--- src/rtl/key_entry_pkg.sv ---
// Shared types and helpers for the keypad front end.
package key_entry_pkg;

    typedef enum logic [1:0] {
        StIdle,
        StBounce,
        StHeld,
        StRelease
    } key_state_e;

    // Helpers take a fixed-width vector. Callers zero-extend their NUM_KEYS-wide value with a
    // size cast, which lets one function serve any keypad width up to MAX_KEYS.
    localparam int unsigned MAX_KEYS = 64;
    typedef logic [MAX_KEYS-1:0] key_vec_t;

    function automatic logic is_one_hot(key_vec_t v);
        return $onehot(v);
    endfunction

    // Returns the position of the set bit; only meaningful for one-hot inputs.
    function automatic int unsigned key_index(key_vec_t v);
        int unsigned idx;
        idx = 0;
        for (int unsigned i = 0; i < MAX_KEYS; i++) begin
            if (v[i]) idx = i;
        end
        return idx;
    endfunction

endpackage

--- src/rtl/key_entry_if.sv ---
// Keypad-side and controller-side signals of the key entry unit.
interface key_entry_if #(
    parameter int unsigned NUM_KEYS = 10,
    parameter int unsigned CODE_W   = $clog2(NUM_KEYS)
);
    logic [NUM_KEYS-1:0] keys;
    logic                mode;
    logic [CODE_W-1:0]   code;
    logic                key_valid;
    logic                load;
    logic                multi_err;
    logic                pulse;

    modport master (
        output keys, mode,
        input  code, key_valid, load, multi_err, pulse
    );

    modport slave (
        input  keys, mode,
        output code, key_valid, load, multi_err, pulse
    );
endinterface

--- src/rtl/tick_gen.sv ---
// Free-running timer tick divider with a synchronous restart.
module tick_gen #(
    parameter int unsigned TICK_DIV = 50_000_000
) (
    input  logic clk,
    input  logic reset,
    input  logic restart,
    output logic tick
);
    localparam int unsigned CNT_W = (TICK_DIV > 1) ? $clog2(TICK_DIV) : 1;
    localparam logic [CNT_W-1:0] CNT_MAX = CNT_W'(TICK_DIV - 1);

    logic [CNT_W-1:0] r_cnt;
    logic             r_tick;

    // Count 0..TICK_DIV-1; the tick register fires on the wrap, restart suppresses it.
    always_ff @(posedge clk or posedge reset) begin
        if (reset) begin
            r_cnt  <= '0;
            r_tick <= 1'b0;
        end else if (restart) begin
            r_cnt  <= '0;
            r_tick <= 1'b0;
        end else if (r_cnt == CNT_MAX) begin
            r_cnt  <= '0;
            r_tick <= 1'b1;
        end else begin
            r_cnt  <= r_cnt + CNT_W'(1);
            r_tick <= 1'b0;
        end
    end

    assign tick = r_tick;
endmodule

--- src/rtl/key_entry_unit.sv ---
// Keypad front end: synchronise, debounce, encode, auto-repeat and timer-tick steering.
module key_entry_unit
    import key_entry_pkg::*;
#(
    parameter int unsigned NUM_KEYS        = 10,
    parameter int unsigned CODE_W          = $clog2(NUM_KEYS),
    parameter int unsigned DEBOUNCE_CYCLES = 16,
    parameter int unsigned TICK_DIV        = 50_000_000,
    parameter int unsigned REPEAT_CYCLES   = 0
) (
    input logic        clk,
    input logic        reset,
    key_entry_if.slave bus
);
    localparam int unsigned DB_W = (DEBOUNCE_CYCLES > 1) ? $clog2(DEBOUNCE_CYCLES) : 1;
    localparam logic [DB_W-1:0] DB_MAX = DB_W'(DEBOUNCE_CYCLES - 1);
    localparam int unsigned RP_W = (REPEAT_CYCLES > 1) ? $clog2(REPEAT_CYCLES) : 1;
    localparam logic [RP_W-1:0] RP_MAX = RP_W'((REPEAT_CYCLES > 0) ? REPEAT_CYCLES - 1 : 0);
    localparam bit REPEAT_EN = (REPEAT_CYCLES > 0);

    logic [NUM_KEYS-1:0] r_sync1, r_sync2;
    logic [NUM_KEYS-1:0] r_snap, w_snap_next;
    key_state_e          r_state, w_state_next;
    logic [DB_W-1:0]     r_cnt, w_cnt_next;
    logic [RP_W-1:0]     r_rep, w_rep_next;
    logic [CODE_W-1:0]   r_code, w_code_next;
    logic                r_key_valid, w_key_valid_next;
    logic                r_load, w_load_next;
    logic                r_multi_err, w_multi_err_next;
    logic                r_mode;
    logic [NUM_KEYS-1:0] w_keys_s;
    logic                w_snap_one_hot;
    logic                w_restart;
    logic                w_tick;

    assign w_keys_s       = r_sync2;
    assign w_snap_one_hot = is_one_hot(key_vec_t'(r_snap));
    assign w_restart      = bus.mode & ~r_mode;

    // Synchroniser, mode history and all FSM-owned registers.
    always_ff @(posedge clk or posedge reset) begin
        if (reset) begin
            r_sync1     <= '0;
            r_sync2     <= '0;
            r_mode      <= 1'b0;
            r_state     <= StIdle;
            r_snap      <= '0;
            r_cnt       <= '0;
            r_rep       <= '0;
            r_code      <= '0;
            r_key_valid <= 1'b0;
            r_load      <= 1'b0;
            r_multi_err <= 1'b0;
        end else begin
            r_sync1     <= bus.keys;
            r_sync2     <= r_sync1;
            r_mode      <= bus.mode;
            r_state     <= w_state_next;
            r_snap      <= w_snap_next;
            r_cnt       <= w_cnt_next;
            r_rep       <= w_rep_next;
            r_code      <= w_code_next;
            r_key_valid <= w_key_valid_next;
            r_load      <= w_load_next;
            r_multi_err <= w_multi_err_next;
        end
    end

    // Debounce FSM with press/release counting and held-key auto-repeat.
    always_comb begin
        w_state_next     = r_state;
        w_snap_next      = r_snap;
        w_cnt_next       = r_cnt;
        w_rep_next       = r_rep;
        w_code_next      = r_code;
        w_load_next      = r_load;
        w_key_valid_next = 1'b0;
        w_multi_err_next = 1'b0;
        unique case (r_state)
            StIdle: begin
                if (w_keys_s != '0) begin
                    w_snap_next  = w_keys_s;
                    w_cnt_next   = '0;
                    w_state_next = StBounce;
                end
            end
            StBounce: begin
                if (w_keys_s == '0) begin
                    w_state_next = StIdle;
                end else if (w_keys_s != r_snap) begin
                    w_snap_next = w_keys_s;
                    w_cnt_next  = '0;
                end else if (r_cnt == DB_MAX) begin
                    w_state_next = StHeld;
                    w_rep_next   = '0;
                    if (w_snap_one_hot) begin
                        w_code_next      = CODE_W'(key_index(key_vec_t'(r_snap)));
                        w_key_valid_next = 1'b1;
                        w_load_next      = 1'b1;
                    end else begin
                        w_multi_err_next = 1'b1;
                        w_load_next      = 1'b0;
                    end
                end else begin
                    w_cnt_next = r_cnt + DB_W'(1);
                end
            end
            StHeld: begin
                if (w_keys_s == '0) begin
                    w_cnt_next   = '0;
                    w_rep_next   = '0;
                    w_state_next = StRelease;
                end else if (REPEAT_EN && r_load) begin
                    // r_load doubles as "the accepted press was one-hot".
                    if (r_rep == RP_MAX) begin
                        w_rep_next       = '0;
                        w_key_valid_next = 1'b1;
                    end else begin
                        w_rep_next = r_rep + RP_W'(1);
                    end
                end
            end
            StRelease: begin
                if (w_keys_s != '0) begin
                    w_state_next = StHeld;
                end else if (r_cnt == DB_MAX) begin
                    w_state_next = StIdle;
                    w_load_next  = 1'b0;
                end else begin
                    w_cnt_next = r_cnt + DB_W'(1);
                end
            end
            default: w_state_next = StIdle;
        endcase
    end

    tick_gen #(
        .TICK_DIV (TICK_DIV)
    ) u_tick_gen (
        .clk     (clk),
        .reset   (reset),
        .restart (w_restart),
        .tick    (w_tick)
    );

    assign bus.code      = r_code;
    assign bus.key_valid = r_key_valid;
    assign bus.load      = r_load;
    assign bus.multi_err = r_multi_err;
    assign bus.pulse     = bus.mode ? w_tick : r_key_valid;
endmodule

--- src/flat_wrapper.sv ---
// flat-port wrapper written by rule: the top's interface ports become plain ports
module key_entry_unit_flat import key_entry_pkg::*;
#(
    parameter int unsigned NUM_KEYS        = 10,
    parameter int unsigned CODE_W          = $clog2(NUM_KEYS),
    parameter int unsigned DEBOUNCE_CYCLES = 16,
    parameter int unsigned TICK_DIV        = 50_000_000,
    parameter int unsigned REPEAT_CYCLES   = 0
)
  (clk, reset, bus_keys, bus_mode, bus_code, bus_key_valid, bus_load, bus_multi_err, bus_pulse);
  key_entry_if #(.NUM_KEYS(NUM_KEYS), .CODE_W(CODE_W)) bus_i ();
  input logic clk;
  input logic reset;
  input wire logic [$bits(bus_i.keys)-1:0] bus_keys;
  input wire logic [$bits(bus_i.mode)-1:0] bus_mode;
  output wire logic [$bits(bus_i.code)-1:0] bus_code;
  output wire logic [$bits(bus_i.key_valid)-1:0] bus_key_valid;
  output wire logic [$bits(bus_i.load)-1:0] bus_load;
  output wire logic [$bits(bus_i.multi_err)-1:0] bus_multi_err;
  output wire logic [$bits(bus_i.pulse)-1:0] bus_pulse;
  assign bus_i.keys = bus_keys;
  assign bus_i.mode = bus_mode;
  assign bus_code = bus_i.code;
  assign bus_key_valid = bus_i.key_valid;
  assign bus_load = bus_i.load;
  assign bus_multi_err = bus_i.multi_err;
  assign bus_pulse = bus_i.pulse;
  key_entry_unit #(.NUM_KEYS(NUM_KEYS), .CODE_W(CODE_W), .DEBOUNCE_CYCLES(DEBOUNCE_CYCLES), .TICK_DIV(TICK_DIV), .REPEAT_CYCLES(REPEAT_CYCLES)) u_core (.clk(clk), .reset(reset), .bus(bus_i));
endmodule
--- config.mk ---
export PLATFORM = sky130hd
export DESIGN_NAME = key_entry_unit_flat
export DESIGN_NICKNAME = d
export VERILOG_FILES = /design/src/rtl/key_entry_pkg.sv /design/src/rtl/key_entry_if.sv /design/src/rtl/tick_gen.sv /design/src/rtl/key_entry_unit.sv /design/src/flat_wrapper.sv
export SDC_FILE = /design/constraint.sdc
export NUM_CORES = 1
export LEC_CHECK = 0
export ABC_CLOCK_PERIOD_IN_PS = 10500
export CORE_UTILIZATION = 30
export CTS_CLUSTER_DIAMETER = 30
export DETAILED_ROUTE_END_ITERATION = 16
export PLACE_DENSITY = 0.46
export REMOVE_ABC_BUFFERS = 1
export SLEW_MARGIN = 25
export SYNTH_ARGS = -nofsm -noshare
export SYNTH_HDL_FRONTEND = slang
export SYNTH_HIERARCHICAL = 1
export SYNTH_SLANG_ARGS = --single-unit
--- constraint.sdc ---
create_clock -name clk -period 10.5 [get_ports clk]
set_clock_uncertainty 0.1 [all_clocks]
set_input_delay 1.575 -clock clk [delete_from_list [all_inputs] [get_ports clk]]
set_output_delay 1.575 -clock clk [all_outputs]
set_load 0.02 [all_outputs]
==> flow_summary.toml <==
[power_and_ir_drop]
power_frac_comb_pct = 9.7
pwr-share-seq_pct = 44.1
clockPowerShare_pct = 46.2
leakagePower_nw = 1.73
power_density_mw_per_mm2 = 162
peakVddDrop_uv = 61.2
switchingPower_mw = 0.173
p_sw_share_pct = 25.2
power_mw = 0.688
intPower_mw = 0.514

[routing]
avgRoutedWirePerCell_um = 15.5
drtIter0Drc = 99
num_vias = 2587
dr.pass1.iters = 12
antenna_left = 0
avgViaCountPerCell = 5.17
wirelength_um = 7740
drc = 1

[synthesis]
synth_top_flop_cell = "dfrtp_1"
synth-seq-area-share_pct = 49.2
synthCells = 330
ys_ff_latch = 71
synth.avg_cell_area_um2 = 11.0
synthArstFlopShare_pct = 100
synth_warnings = 6
yosysUniqueCellTypes = 68
synth-edff-count = 0
syn_area_mm2 = 0.00361

[worst_setup_path]
critPathMaxStageDelay_ps = 530
crit_chain = "clkdlybuf4s50_1 > mux2_2 > clkdlybuf4s50_1"
worstSetupStartpointType = "input pin"
worstSetupEndpoint = "bus_pulse"
cp_max_fo = 3
worstSetupPathType = "input pin to output pin"
crit_arrival_ps = 2950
end_kind = "output pin"
reg2reg_slack_ps = 6340
reg2regPathDepth = 13
rr_startpoint = "u_core/r_snap[0]"
worst-endpoint-required_ps = 8830
cp_slowest_cell = "clkdlybuf4s50_1"
cp_common_cell = "clkdlybuf4s50_1"
timing.rr.end = "u_core/bus.code[2]"
cp-startpoint = "bus_mode"

[grt]
grt_overflow = 0
grt_pass1_vias = 2631
grt_max_degree = 45
grt_pass1_wl_um = 13700
antenna_found_initial = 0
track_usage_pct = 14.0

[clock_network]
ctsRootBufferMaster = "clkbuf_16"
htree_levels = 3
clkLatencyLatePin_ps = 330
cts_resized = 0
cts_hold_buf = 0
cts_sinks = 71
clk_pin_slew_ps = 60
cts_buffers = 9
clockBufferDepth = 2
cts_tree = "yes"
cts_setup_buffers = 0

[run_status]
violations = "DRC"
status = "finished, violations left"

[floorplan]
dieArea_mm2 = 0.0125
die_h_um = 112
die_w_um = 112
initial_core_util_pct = 31.3
core-area_mm2 = 0.0116
io-pin-count = 21
num_rows = 39

[sta]
maxSlewHeadroom_pct = 50.1
hold_violations = 0
slew_violations = 0
whs_ps = 246
fmax_mhz = 216
period_share_pct = 44.0
setup_viol = 0
tns_ps = 0
rsz0062_at_grt = "false"
setup_ws_ps = 5880
min_period_ps = 4620
worst_pin_slew_ps = 747

[layout]
drive_gt1_share_pct = 13.2
multi_input_area_mm2 = 0.00170
stdcell_count = 500
finalNetCount = 375
design_area_mm2 = 0.00424
diodes = 0
nFillCells = 1122
final_util_pct = 36.7
area_delta_synth_final_pct = 17.3
seq_area_mm2 = 0.00178

[place]
hpwl_um = 5590
io_buffers = 20
gp_congestion = 0.741
dp.cells = 484
dp_slack_ps = 5880
postPlaceCellArea_mm2 = 0.00392

[flow_run]
drv_cap = 0

[worst_hold_path]
hold_class = "flop to flop"
==> state kept, by name, indices dropped and copies added, names as in the netlist, named ones only <==
signal                   count
u_core/bus.key_valid         1
u_core/bus.load              1
u_core/r_state               1
u_core/r_snap               10
u_core/u_tick_gen/tick       1
u_core/r_sync2              10
u_core/u_tick_gen/r_cnt     26
u_core/r_mode                1
u_core/bus.multi_err         1
u_core/bus.code              4
u_core/r_sync1              10
u_core/r_cnt                 4
==> worst max-delay path, delay by kind of cell <==
kind                   cells  cell delay (ps)
buffers and inverters      2             1030
muxes                      1              340
==> layout by cell type (no fill, tap or decap), types with 3 or more instances in the layout <==
cell type,Yosys,final
xnor2_1,7,7
nand2_1,17,17
and3_1,5,5
xor2_1,16,16
nor4_1,3,3
a22o_1,7,7
nand3_1,19,19
inv_1,19,17
or3_1,3,3
mux2_2,8,8
clkdlybuf4s50_1,0,20
nor3_1,7,7
fa_1,6,6
nor2_1,28,28
or4_1,7,7
a21oi_1,14,14
dfrtp_1,71,71
clkbuf_16,0,9
ha_1,4,4
nand4_1,9,9
o31ai_1,6,6
o21ai_0,9,9
and4_1,5,5
==> synthesized netlist by cell type (2+ instances only) <==
cell type / number / share of area [%]
dfrtp_1: 71 / 49
nor2_1: 28 / 2.9
inv_1: 19 / 2.0
nand3_1: 19 / 2.6
nand2_1: 17 / 1.8
xor2_1: 16 / 3.9
a21oi_1: 14 / 1.9
nand4_1: 9 / 1.6
o21ai_0: 9 / 1.2
mux2_2: 8 / 2.5
a22o_1: 7 / 1.7
nor3_1: 7 / 0.97
or4_1: 7 / 1.5
xnor2_1: 7 / 1.7
fa_1: 6 / 3.3
o31ai_1: 6 / 1.2
and3_1: 5 / 0.87
and4_1: 5 / 1.2
ha_1: 4 / 1.4
buf_6: 3 / 0.93
clkbuf_1: 3 / 0.31
nor4_1: 3 / 0.52
or3_1: 3 / 0.52
a21o_1: 2 / 0.42
a31oi_1: 2 / 0.35
nand4b_1: 2 / 0.48
nor3b_1: 2 / 0.42
nor4_2: 2 / 0.69
o211ai_1: 2 / 0.42
o22ai_1: 2 / 0.35
or4_4: 2 / 0.62
or4b_1: 2 / 0.55
==> routing by layer <==
layer / track usage [%] / routed length (µm)
met1: 20.3 / 4020
met2: 19.6 / 3270
met3: 3.38 / 285
met4: 6.49 / 160
met5: 0 / 0
==> final cells by class <==
class	count	share of cell area, %
flip-flops and latches	71	41.9
multi-input cells	231	40.0
clock buffers	11	5.96
repair buffers	20	4.72
well taps	143	4.22
inverters	19	1.71
clock inverters	5	1.50
==> worst min path at each step <==
stage	from	endpoint	slack (ps)	cells after the start
6_report	u_core/r_sync1[9]	u_core/r_sync2[9]	250	0
2_1_floorplan	u_core/r_sync1[0]	u_core/r_sync2[0]	230	0
4_1_cts	u_core/r_sync1[9]	u_core/r_sync2[9]	250	0
3_5_place_dp	u_core/r_sync1[9]	u_core/r_sync2[9]	230	0
3_3_place_gp	u_core/r_sync1[1]	u_core/r_sync2[1]	230	0
5_1_grt	u_core/r_sync1[3]	u_core/r_sync2[3]	260	0
==> power groups by stage <==
stage	Combinational, mW	Clock (mW)	Sequential, mW
final	0.0665	0.318	0.303
after global routing	0.0771	0.342	0.305
after CTS	0.0682	0.328	0.303
after detailed placement	0.0678	0	0.308
after global placement	0.0637	0	0.307
after floorplan	0.0492	0	0.303
==> kinds of logic after synthesis <==
family          after synthesis  share of synthesized area [%]
mux                           9                           2.77
fa+ha+maj                    10                           4.71
buf+inv                      28                           3.95
compound gates               59                           11.6
xor+xnor                     23                           5.57
flops                        71                           49.2
simple gates                130                           22.3
Power figures use the tool's default switching activity.
